**config.mk**
```make
export PLATFORM = sky130hd
export DESIGN_NAME = alu_op_driver
export DESIGN_NICKNAME = d
export VERILOG_FILES = /design/src/rtl/alu_op_driver.sv
export SDC_FILE = /design/constraint.sdc
export NUM_CORES = 1
export LEC_CHECK = 0
export ABC_CLOCK_PERIOD_IN_PS = 3600
export CAP_MARGIN = 25
export CELL_PAD_IN_SITES_DETAIL_PLACEMENT = 1
export CELL_PAD_IN_SITES_GLOBAL_PLACEMENT = 2
export CORE_MARGIN = 4
export CORE_UTILIZATION = 38
export CTS_BUF_LIST = sky130_fd_sc_hd__clkbuf_16
export DETAILED_ROUTE_END_ITERATION = 6
export PLACE_DENSITY_LB_ADDON = 0.1
export SLEW_MARGIN = 30
export SYNTH_ARGS = -nofsm -noshare
export SYNTH_HDL_FRONTEND = slang
export SYNTH_SLANG_ARGS = --single-unit
```
**constraint.sdc**
```tcl
create_clock -name clk -period 3.6 [get_ports clk]
set_input_delay 0.54 -clock clk [delete_from_list [all_inputs] [get_ports clk]]
set_output_delay 0.54 -clock clk [all_outputs]
set_load 0.005 [all_outputs]
```
**src/rtl/alu_op_driver.sv**
```systemverilog
// alu_op_driver
//   Initiator for a 4-phase bit-serial ALU. Commands enter a one-entry slot
//   through a valid/ready port. Each command is driven onto alu_a/alu_b/
//   alu_opcode for one phase-aligned 4-cycle window. The ALU outputs are
//   captured one cycle after the window ends and pushed into a small result
//   FIFO that drains through a valid/ready port.
//
// Ports
//   clk, rst                   clock, async active-high reset
//   cmd_valid/ready/op/a/b     command port
//   alu_a/b/opcode             registered drive to the ALU
//   alu_c/carr/sign/zero       ALU results
//   res_valid/ready/c/flags/op result port, flags = {carr, sign, zero}
//   busy                       slot held, window active or capture pending
//
// FSM states
//   state   | meaning
//   ST_IDLE | bus shows IDLE_OP, nothing in the window
//   ST_RUN  | an op is on the bus for the current 4-phase window
module alu_op_driver #(
  parameter int unsigned W         = 4,
  parameter logic [2:0]  IDLE_OP   = 3'b111,
  parameter int unsigned RES_DEPTH = 2
) (
  input  logic         clk,
  input  logic         rst,
  input  logic         cmd_valid,
  output logic         cmd_ready,
  input  logic [2:0]   cmd_op,
  input  logic [W-1:0] cmd_a,
  input  logic [W-1:0] cmd_b,
  output logic [W-1:0] alu_a,
  output logic [W-1:0] alu_b,
  output logic [2:0]   alu_opcode,
  input  logic [W-1:0] alu_c,
  input  logic         alu_carr,
  input  logic         alu_sign,
  input  logic         alu_zero,
  output logic         res_valid,
  input  logic         res_ready,
  output logic [W-1:0] res_c,
  output logic [2:0]   res_flags,
  output logic [2:0]   res_op,
  output logic         busy
);

  localparam int unsigned PW = (RES_DEPTH > 1) ? $clog2(RES_DEPTH) : 1;
  localparam int unsigned CW = $clog2(RES_DEPTH + 1);
  localparam int unsigned EW = W + 6;

  typedef enum logic {ST_IDLE, ST_RUN} state_t;

  state_t          state_q, state_d;
  logic [1:0]      phase_q, phase_d;
  logic            slot_vld_q, slot_vld_d;
  logic [W-1:0]    slot_a_q, slot_a_d;
  logic [W-1:0]    slot_b_q, slot_b_d;
  logic [2:0]      slot_op_q, slot_op_d;
  logic [W-1:0]    alu_a_q, alu_a_d;
  logic [W-1:0]    alu_b_q, alu_b_d;
  logic [2:0]      alu_op_q, alu_op_d;
  logic            cap_q, cap_d;
  logic [2:0]      cap_op_q, cap_op_d;
  logic [EW-1:0]   fifo_q [RES_DEPTH];
  logic [EW-1:0]   fifo_d [RES_DEPTH];
  logic [PW-1:0]   wr_ptr_q, wr_ptr_d;
  logic [PW-1:0]   rd_ptr_q, rd_ptr_d;
  logic [CW-1:0]   cnt_q, cnt_d;

  logic            issue;
  logic            push;
  logic            pop;
  logic [CW:0]     used;

  // A credit covers the op in the window, an op awaiting capture, and every
  // queued result, so a capture can never land on a full FIFO.
  always_comb begin
    used  = (CW+1)'(state_q == ST_RUN) + (CW+1)'(cap_q) + (CW+1)'(cnt_q);
    issue = (phase_q == 2'd3) && slot_vld_q && (used < (CW+1)'(RES_DEPTH));
  end

  // Capture on the edge ending the cycle after the window; this is also the
  // phase-0 edge of a following op, so the ALU outputs are still the old op's.
  assign push      = cap_q && (phase_q == 2'd0);
  assign res_valid = (cnt_q != '0);
  assign pop       = res_valid && res_ready;
  assign cmd_ready = !rst && (!slot_vld_q || issue);

  assign alu_a      = alu_a_q;
  assign alu_b      = alu_b_q;
  assign alu_opcode = alu_op_q;
  assign {res_c, res_flags, res_op} = fifo_q[rd_ptr_q];
  assign busy = slot_vld_q || (state_q == ST_RUN) || cap_q;

  always_comb begin
    phase_d  = phase_q + 2'd1;
    state_d  = state_q;
    alu_a_d  = alu_a_q;
    alu_b_d  = alu_b_q;
    alu_op_d = alu_op_q;
    cap_d    = cap_q && !push;
    cap_op_d = cap_op_q;
    if (phase_q == 2'd3) begin
      if (state_q == ST_RUN) begin
        cap_d    = 1'b1;
        cap_op_d = alu_op_q;
      end
      if (issue) begin
        state_d  = ST_RUN;
        alu_a_d  = slot_a_q;
        alu_b_d  = slot_b_q;
        alu_op_d = slot_op_q;
      end else begin
        state_d  = ST_IDLE;
        alu_a_d  = '0;
        alu_b_d  = '0;
        alu_op_d = IDLE_OP;
      end
    end
  end

  always_comb begin
    slot_vld_d = slot_vld_q;
    slot_a_d   = slot_a_q;
    slot_b_d   = slot_b_q;
    slot_op_d  = slot_op_q;
    if (issue) slot_vld_d = 1'b0;
    if (cmd_valid && cmd_ready) begin
      slot_vld_d = 1'b1;
      slot_a_d   = cmd_a;
      slot_b_d   = cmd_b;
      slot_op_d  = cmd_op;
    end
  end

  always_comb begin
    fifo_d   = fifo_q;
    wr_ptr_d = wr_ptr_q;
    rd_ptr_d = rd_ptr_q;
    cnt_d    = cnt_q;
    if (push) begin
      fifo_d[wr_ptr_q] = {alu_c, alu_carr, alu_sign, alu_zero, cap_op_q};
      wr_ptr_d = (wr_ptr_q == PW'(RES_DEPTH - 1)) ? '0 : wr_ptr_q + PW'(1);
    end
    if (pop) begin
      rd_ptr_d = (rd_ptr_q == PW'(RES_DEPTH - 1)) ? '0 : rd_ptr_q + PW'(1);
    end
    case ({push, pop})
      2'b10:   cnt_d = cnt_q + CW'(1);
      2'b01:   cnt_d = cnt_q - CW'(1);
      default: cnt_d = cnt_q;
    endcase
  end

  always_ff @(posedge clk or posedge rst) begin
    if (rst) begin
      phase_q    <= '0;
      state_q    <= ST_IDLE;
      slot_vld_q <= 1'b0;
      slot_a_q   <= '0;
      slot_b_q   <= '0;
      slot_op_q  <= '0;
      alu_a_q    <= '0;
      alu_b_q    <= '0;
      alu_op_q   <= IDLE_OP;
      cap_q      <= 1'b0;
      cap_op_q   <= IDLE_OP;
      wr_ptr_q   <= '0;
      rd_ptr_q   <= '0;
      cnt_q      <= '0;
      for (int i = 0; i < RES_DEPTH; i++) fifo_q[i] <= '0;
    end else begin
      phase_q    <= phase_d;
      state_q    <= state_d;
      slot_vld_q <= slot_vld_d;
      slot_a_q   <= slot_a_d;
      slot_b_q   <= slot_b_d;
      slot_op_q  <= slot_op_d;
      alu_a_q    <= alu_a_d;
      alu_b_q    <= alu_b_d;
      alu_op_q   <= alu_op_d;
      cap_q      <= cap_d;
      cap_op_q   <= cap_op_d;
      wr_ptr_q   <= wr_ptr_d;
      rd_ptr_q   <= rd_ptr_d;
      cnt_q      <= cnt_d;
      fifo_q     <= fifo_d;
    end
  end

endmodule

```
## Yosys cells after proc, flatten, opt, wreduce, memory -nomap -nowiden

Cells that the tools add are included.

| storage, ports and cells | value |
|---|---|
| output and inout port bits | 24 |
| bits in registers | 54 |

| cells by class | value |
|---|---|
| mux-type cells | 17 |
| bitwise logic cells | 2 |
| reduce and logical (&&, ||, !) cells | 19 |
| equal/unequal tests | 3 |
| add/subtract/negate cells | 7 |
| $lt $le $gt $ge | 4 |

Operator list:

| kind | number |
|---|---|
| 2-to-1 mux 10 bit | 4 |
| bitwise mux 20 bit | 1 |
| demux 10 bit (select 1 bit) | 1 |
| logical AND 1 bit | 8 |
| 2-to-1 mux 4 bit | 2 |
| 2-to-1 mux 1 bit | 7 |
| nonzero test 2 bit | 3 |
| adder 2 x 1 -> 2 bit (second input constant) | 2 |
| == test 2 bit (second input constant) | 2 |
| greater-or-equal comparator 2 bit (second input constant) | 2 |
| inverter 1 -> 2 bit | 2 |
| case mux 2 bit (2 select lines) | 1 |
| adder 2 x 2 -> 3 bit | 1 |
| logical NOT 1 bit | 3 |
| logical OR 1 bit | 3 |
| less-than comparator 3 x 2 -> 1 bit (second input constant) | 1 |
| 2-to-1 mux 3 bit | 1 |
| adder 1 bit (second input constant) | 2 |
| adder 1 x 1 -> 2 bit | 1 |
| == test 2 x 1 -> 1 bit (second input constant) | 1 |
| logical NOT 2 bit | 1 |
| less-than comparator 2 x 1 -> 1 bit (second input constant) | 1 |
| AND reduction 2 bit | 1 |
| subtractor 2 x 1 -> 2 bit (second input constant) | 1 |

## Logic depth before layout (Yosys ltp)

| logic depth | value |
|---|---|
| word-level depth | 8 |
| gate-level depth with buffers | 7 |
| gate-level depth less buffers | 7 |

## Least setup slack after synthesis

No wires, ideal clock.

| timing | value |
|---|---|
| path kind | register to output |
| start point | register cnt_q[0] |
| end point | output cmd_ready |
| setup slack | 1.942 ns |
| path buffers | 0 |
| arrival time | 1.118 ns |
| cell stages (with the launch flop) | 5 |
| cell sequence | dfrtp_1 > ha_1 > a21oi_2 > nand2_1 > a21oi_1 |

| between the ends | value |
|---|---|
| cells in the longest elaborated chain, start to end | 5 |

Ends and longest elaborated chain:

| element | RTL line | RTL |
|---|---|---|
| start: declaration | 68 | `logic [CW-1:0] cnt_q, cnt_d;` |
| start signal: assignment | 186 | `cnt_q <= cnt_d;` |
| adder 2 x 2 -> 3 bit | 78 | `used = (CW+1)'(state_q == ST_RUN) + (CW+1)'(cap_q) + (CW+1)'(cnt_q);` |
| less-than comparator 3 x 2 -> 1 bit | 79 | `issue = (phase_q == 2'd3) && slot_vld_q && (used < (CW+1)'(RES_DEPTH));` |
| logical AND 1 bit | 79 |  |
| logical OR 1 bit | 87 | `assign cmd_ready = !rst && (!slot_vld_q \|\| issue);` |
| logical AND 1 bit | 87 |  |
| end: declaration | 28 | `output logic cmd_ready,` |

Every way passes these cells.

## Worst setup path after layout

Ends and elaborated chain as after synthesis.

==> summary.log <==
qor: outcome.run_status finished clean
qor: setup_path.path_cells ha_1 > a21oi_2 > nand2_1 > a21oi_1 > clkdlybuf4s50_1
qor: setup_path.critical_path.endpoint_type output pin
qor: power_and_ir_drop.p_comb_share 33.6%
qor: power_and_ir_drop.clock_power_share 21.7%
qor: route.drt-initial-drc-count 39
qor: sta.rsz0062_at_grt no
qor: synthesis.synth.top_cells.by_count 48 x sky130_fd_sc_hd__dfrtp_1, 34 x sky130_fd_sc_hd__mux2_2, 9 x sky130_fd_sc_hd__mux2_4
qor: clock_tree.cts_buffers 5
qor: floorplan.io_pins 46
qor: sta.setup_viol 0
qor: sta.report.final.slew_viol_count 0
qor: floorplan.die_y 85.03 µm
qor: synthesis.main_combinational_cell_family_by_area_after_synthesis multiplexers
qor: synthesis.synth_ff_type sky130_fd_sc_hd__dfrtp_1
qor: hold_path.min_path_type reg -> reg
qor: grt.overflow 0
qor: synthesis.part_of_the_yosys_area_used_for_sequential_elements 60.27%
qor: synthesis.yosys.area_share.simple 3.885%
qor: route.post_drt_via_cell_ratio 4.970
qor: power_and_ir_drop.sequentialPowerShare 44.7%
qor: sta.final_min_period 2.609 ns
qor: power_and_ir_drop.power.leakage 1.263 nW
qor: setup_path.crit_type reg -> out
qor: clock_tree.tritoncts done
qor: power_and_ir_drop.irDropWorstVdd 0.0003458 V
qor: grt.antenna_found_initial 0
qor: setup_path.arrival 2.07 ns
qor: synthesis.postSynthAreaPerCell 15.23 µm²
qor: final_layout.synthToLayoutAreaGrowth 30.02%
qor: setup_path.worst_ep_required_time 3.06 ns
qor: floorplan.rows 27
qor: setup_path.cell_at_the_slowest_stage_of_the_critical_path sky130_fd_sc_hd__clkdlybuf4s50_1
qor: synthesis.yosys.area.top_type sky130_fd_sc_hd__dfrtp_1
qor: placed_design.portBuffers 45
qor: clock_tree.tritoncts_num_sinks 54
qor: clock_tree.ctsLongestPathBuffers 2
qor: final_layout.utilization_after_layout 51.96%
qor: route.sum_of_routed_wire_length_over_all_layers 4353 µm
qor: power_and_ir_drop.cellPowerDensity 827.3 nW/µm²
qor: clock_tree.clock_latency 0.28 ns
qor: synthesis.synth-xor-area-share 1.554%
qor: sta.hold_ws 0.4603 ns
qor: sta.worst-slew-pin-transition 0.6838 ns
qor: clock_tree.cts_resized 0
qor: setup_path.worstSetupStartpointType register
qor: final_layout.seqCellArea 1359 µm²
qor: sta.fmaxAchievable 0.3833 GHz
qor: synthesis.mux_share_of_post_synthesis_cell_area 23.47%
qor: placed_design.placed_cells 261
qor: synthesis.synth_compound_area_share 6.326%
qor: synthesis.synth.most_common_cell sky130_fd_sc_hd__dfrtp_1
qor: final_layout.multi_input_comb_area 844.6 µm²
qor: grt.grt_max_degree 55
qor: placed_design.gpl.final_weighted_congestion 0.6876
qor: power_and_ir_drop.power_switching 610.6 µW
qor: synthesis.synth_enable_flop_cells 0
qor: setup_path.worst_setup_startpoint cnt_q[0]
qor: grt.number_of_global_route_vias_before_repair 1,491
qor: synthesis.synth.lib_cells_used.distinct 31
qor: synthesis.synth_area_leaders sky130_fd_sc_hd__dfrtp_1 53%, sky130_fd_sc_hd__mux2_2 17%, sky130_fd_sc_hd__dfstp_2 7.0%, sky130_fd_sc_hd__mux2_4 6.0%, sky130_fd_sc_hd__a22o_1 3.1%
qor: placed_design.place_hpwl 3137 µm
qor: power_and_ir_drop.internal-power 1.815 mW
qor: final_layout.drive_above_1_share 30.96%
qor: hold_path.hold_path.startpoint phase_q[0]
qor: sta.timing.clock.skew 0.007221 ns
qor: clock_tree.htreeDepth 2
qor: synthesis.synth-seq-cells 54
qor: clock_tree.postCtsSetupBuffers 0
qor: clock_tree.clkTransAtPathRegs 0.07 ns
qor: clock_tree.cts.root.buffer_cell sky130_fd_sc_hd__clkbuf_16
qor: sta.fin_tns_setup 0 ns
qor: route.vias 1,337
qor: floorplan.initial_core_util 39.96%
qor: floorplan.chipWidth 85.03 µm
qor: final_layout.fin_cells 269
qor: route.drt-wirelength-per-cell 16.18 µm
qor: setup_path.r2r-start phase_q[0]
qor: clock_tree.number_of_buffers_inserted_by_hold_repair_at_cts 0
qor: final_layout.antenna-diode-count 0
qor: synthesis.yosysTopAreaCellShare 53.27%
qor: synthesis.post_synth_inst_count 148
qor: route.detail_route.first_pass.iterations 3
qor: final_layout.fillCellCount 554
qor: flow_run.max_cap_violations 0
qor: synthesis.synthesis.yosys.warnings 0
qor: floorplan.die_area 7230 µm²
qor: route.final_antenna_net_count 0
qor: floorplan.fp.coreArea 5642 µm²
qor: power_and_ir_drop.sw_frac_of_total 25.18%
qor: synthesis.post_synth_fa_ha_maj_area_fraction 2.220%
qor: setup_path.cp_slowest_stage_delay 0.53 ns
qor: route.detail_route.drc_violations 0
qor: sta.layout_worst_path_cycle_share 72.46%
qor: grt.grt_pass1_wl 7500 µm
qor: setup_path.crit_path_max_fanout 4
qor: synthesis.mappedNetlistNets 174
qor: synthesis.asyncSetResetFlopFracSynth 100.0%
qor: grt.groute.usage.overall 12.98%
qor: sta.slew_limit_headroom 54.27%
qor: sta.number_of_hold_slack_violations_in_the_final_timing_report 0
qor: final_layout.design.final.nets 222
qor: synthesis.syn-cell-area 2255 µm²
## stage by stage
stage | instance area [µm²] | worst slack [ns] | power, mW
after floorplan | 2255 | 1.755 | 1.492
after global placement | 2763 | 1.366 | 1.873
after detailed placement | 2765 | 1.259 | 1.928
after CTS | 2932 | 0.9752 | 2.469
after global routing | 2932 | 0.8100 | 2.590
final | 2932 | 0.9913 | 2.425
## state kept, by name (all words and copies together), names as in the netlist, 3 cells and up
register    cells
slot_op_q       3
alu_a           4
alu_b           4
cap_op_q        3
slot_b_q        4
slot_a_q        4
alu_opcode      3
fifo_q         20
## power by group through the flow
stage               combinational [mW]  clock, mW  sequential (mW)
floorplan                        0.468          0             1.02
global placement                 0.804          0             1.07
detailed placement               0.829          0             1.10
CTS                              0.836      0.543             1.09
global route                     0.890      0.570             1.13
finish                           0.815      0.527             1.08
## logic make-up (layout without fill, tap and decap cells)
logic type | Yosys count | after routing
multiplexers | 44 | 44
AO/OA/AOI/OAI | 17 | 17
XOR/XNOR | 4 | 4
adder cells (fa/ha/maj) | 4 | 4
AND/OR/NAND/NOR | 16 | 16
buffers and inverters | 9 | 58
flip-flops | 54 | 54
## cell type report
class	count	share of cell area [%]
sequential	54	46.35
inverter	5	0.7256
clock buffer	5	4.268
tap	72	3.073
multi-input combinational	85	28.81
clock inverter	3	1.408
timing repair buffer	45	15.36
## routing by layer
layer / track usage [%] / up-vias / wire, µm
li1: - / 617 / -
met1: 16.33 / 684 / 1864
met2: 21.96 / 31 / 2239
met3: 3.883 / 5 / 207
met4: 3.022 / 0 / 42
met5: 0 / - / 0
## critical path, delay by kind of cell, from the launching register on
family / cells / cell delay [ns]
AO/OA/AOI/OAI: 2 / 0.39
adder cells (fa/ha/maj): 1 / 0.31
buffers and inverters: 1 / 0.53
flip-flops: 1 / 0.43
AND/OR/NAND/NOR: 1 / 0.12
## path summary, 6_finish.rpt
path                          endpoint  slack [ns]  cells after the start
min                         phase_q[0]        0.46                      1
max                          cmd_ready        0.99                      5
max in group asynchronous   fifo_q[11]        2.37                      2
max reg2reg                slot_b_q[1]        1.54                      4
min reg2reg                 phase_q[0]        0.46                      1
min in group asynchronous        cap_q        0.78                      2
## placed cells by master (no fill, tap or decap), types with 2 or more instances in the layout
cell and instances:
sky130_fd_sc_hd__dfrtp_1 48, sky130_fd_sc_hd__clkdlybuf4s50_1 45, sky130_fd_sc_hd__mux2_2 34, sky130_fd_sc_hd__mux2_4 9
sky130_fd_sc_hd__a22o_1 8, sky130_fd_sc_hd__dfstp_2 6, sky130_fd_sc_hd__clkbuf_16 5, sky130_fd_sc_hd__nand2_1 4
sky130_fd_sc_hd__inv_1 4, sky130_fd_sc_hd__ha_1 4, sky130_fd_sc_hd__o22a_1 3, sky130_fd_sc_hd__a21o_1 2
sky130_fd_sc_hd__nand3_1 2, sky130_fd_sc_hd__xnor2_1 2, sky130_fd_sc_hd__xor2_1 2
Note: power is estimated with default switching activity, not from simulation.
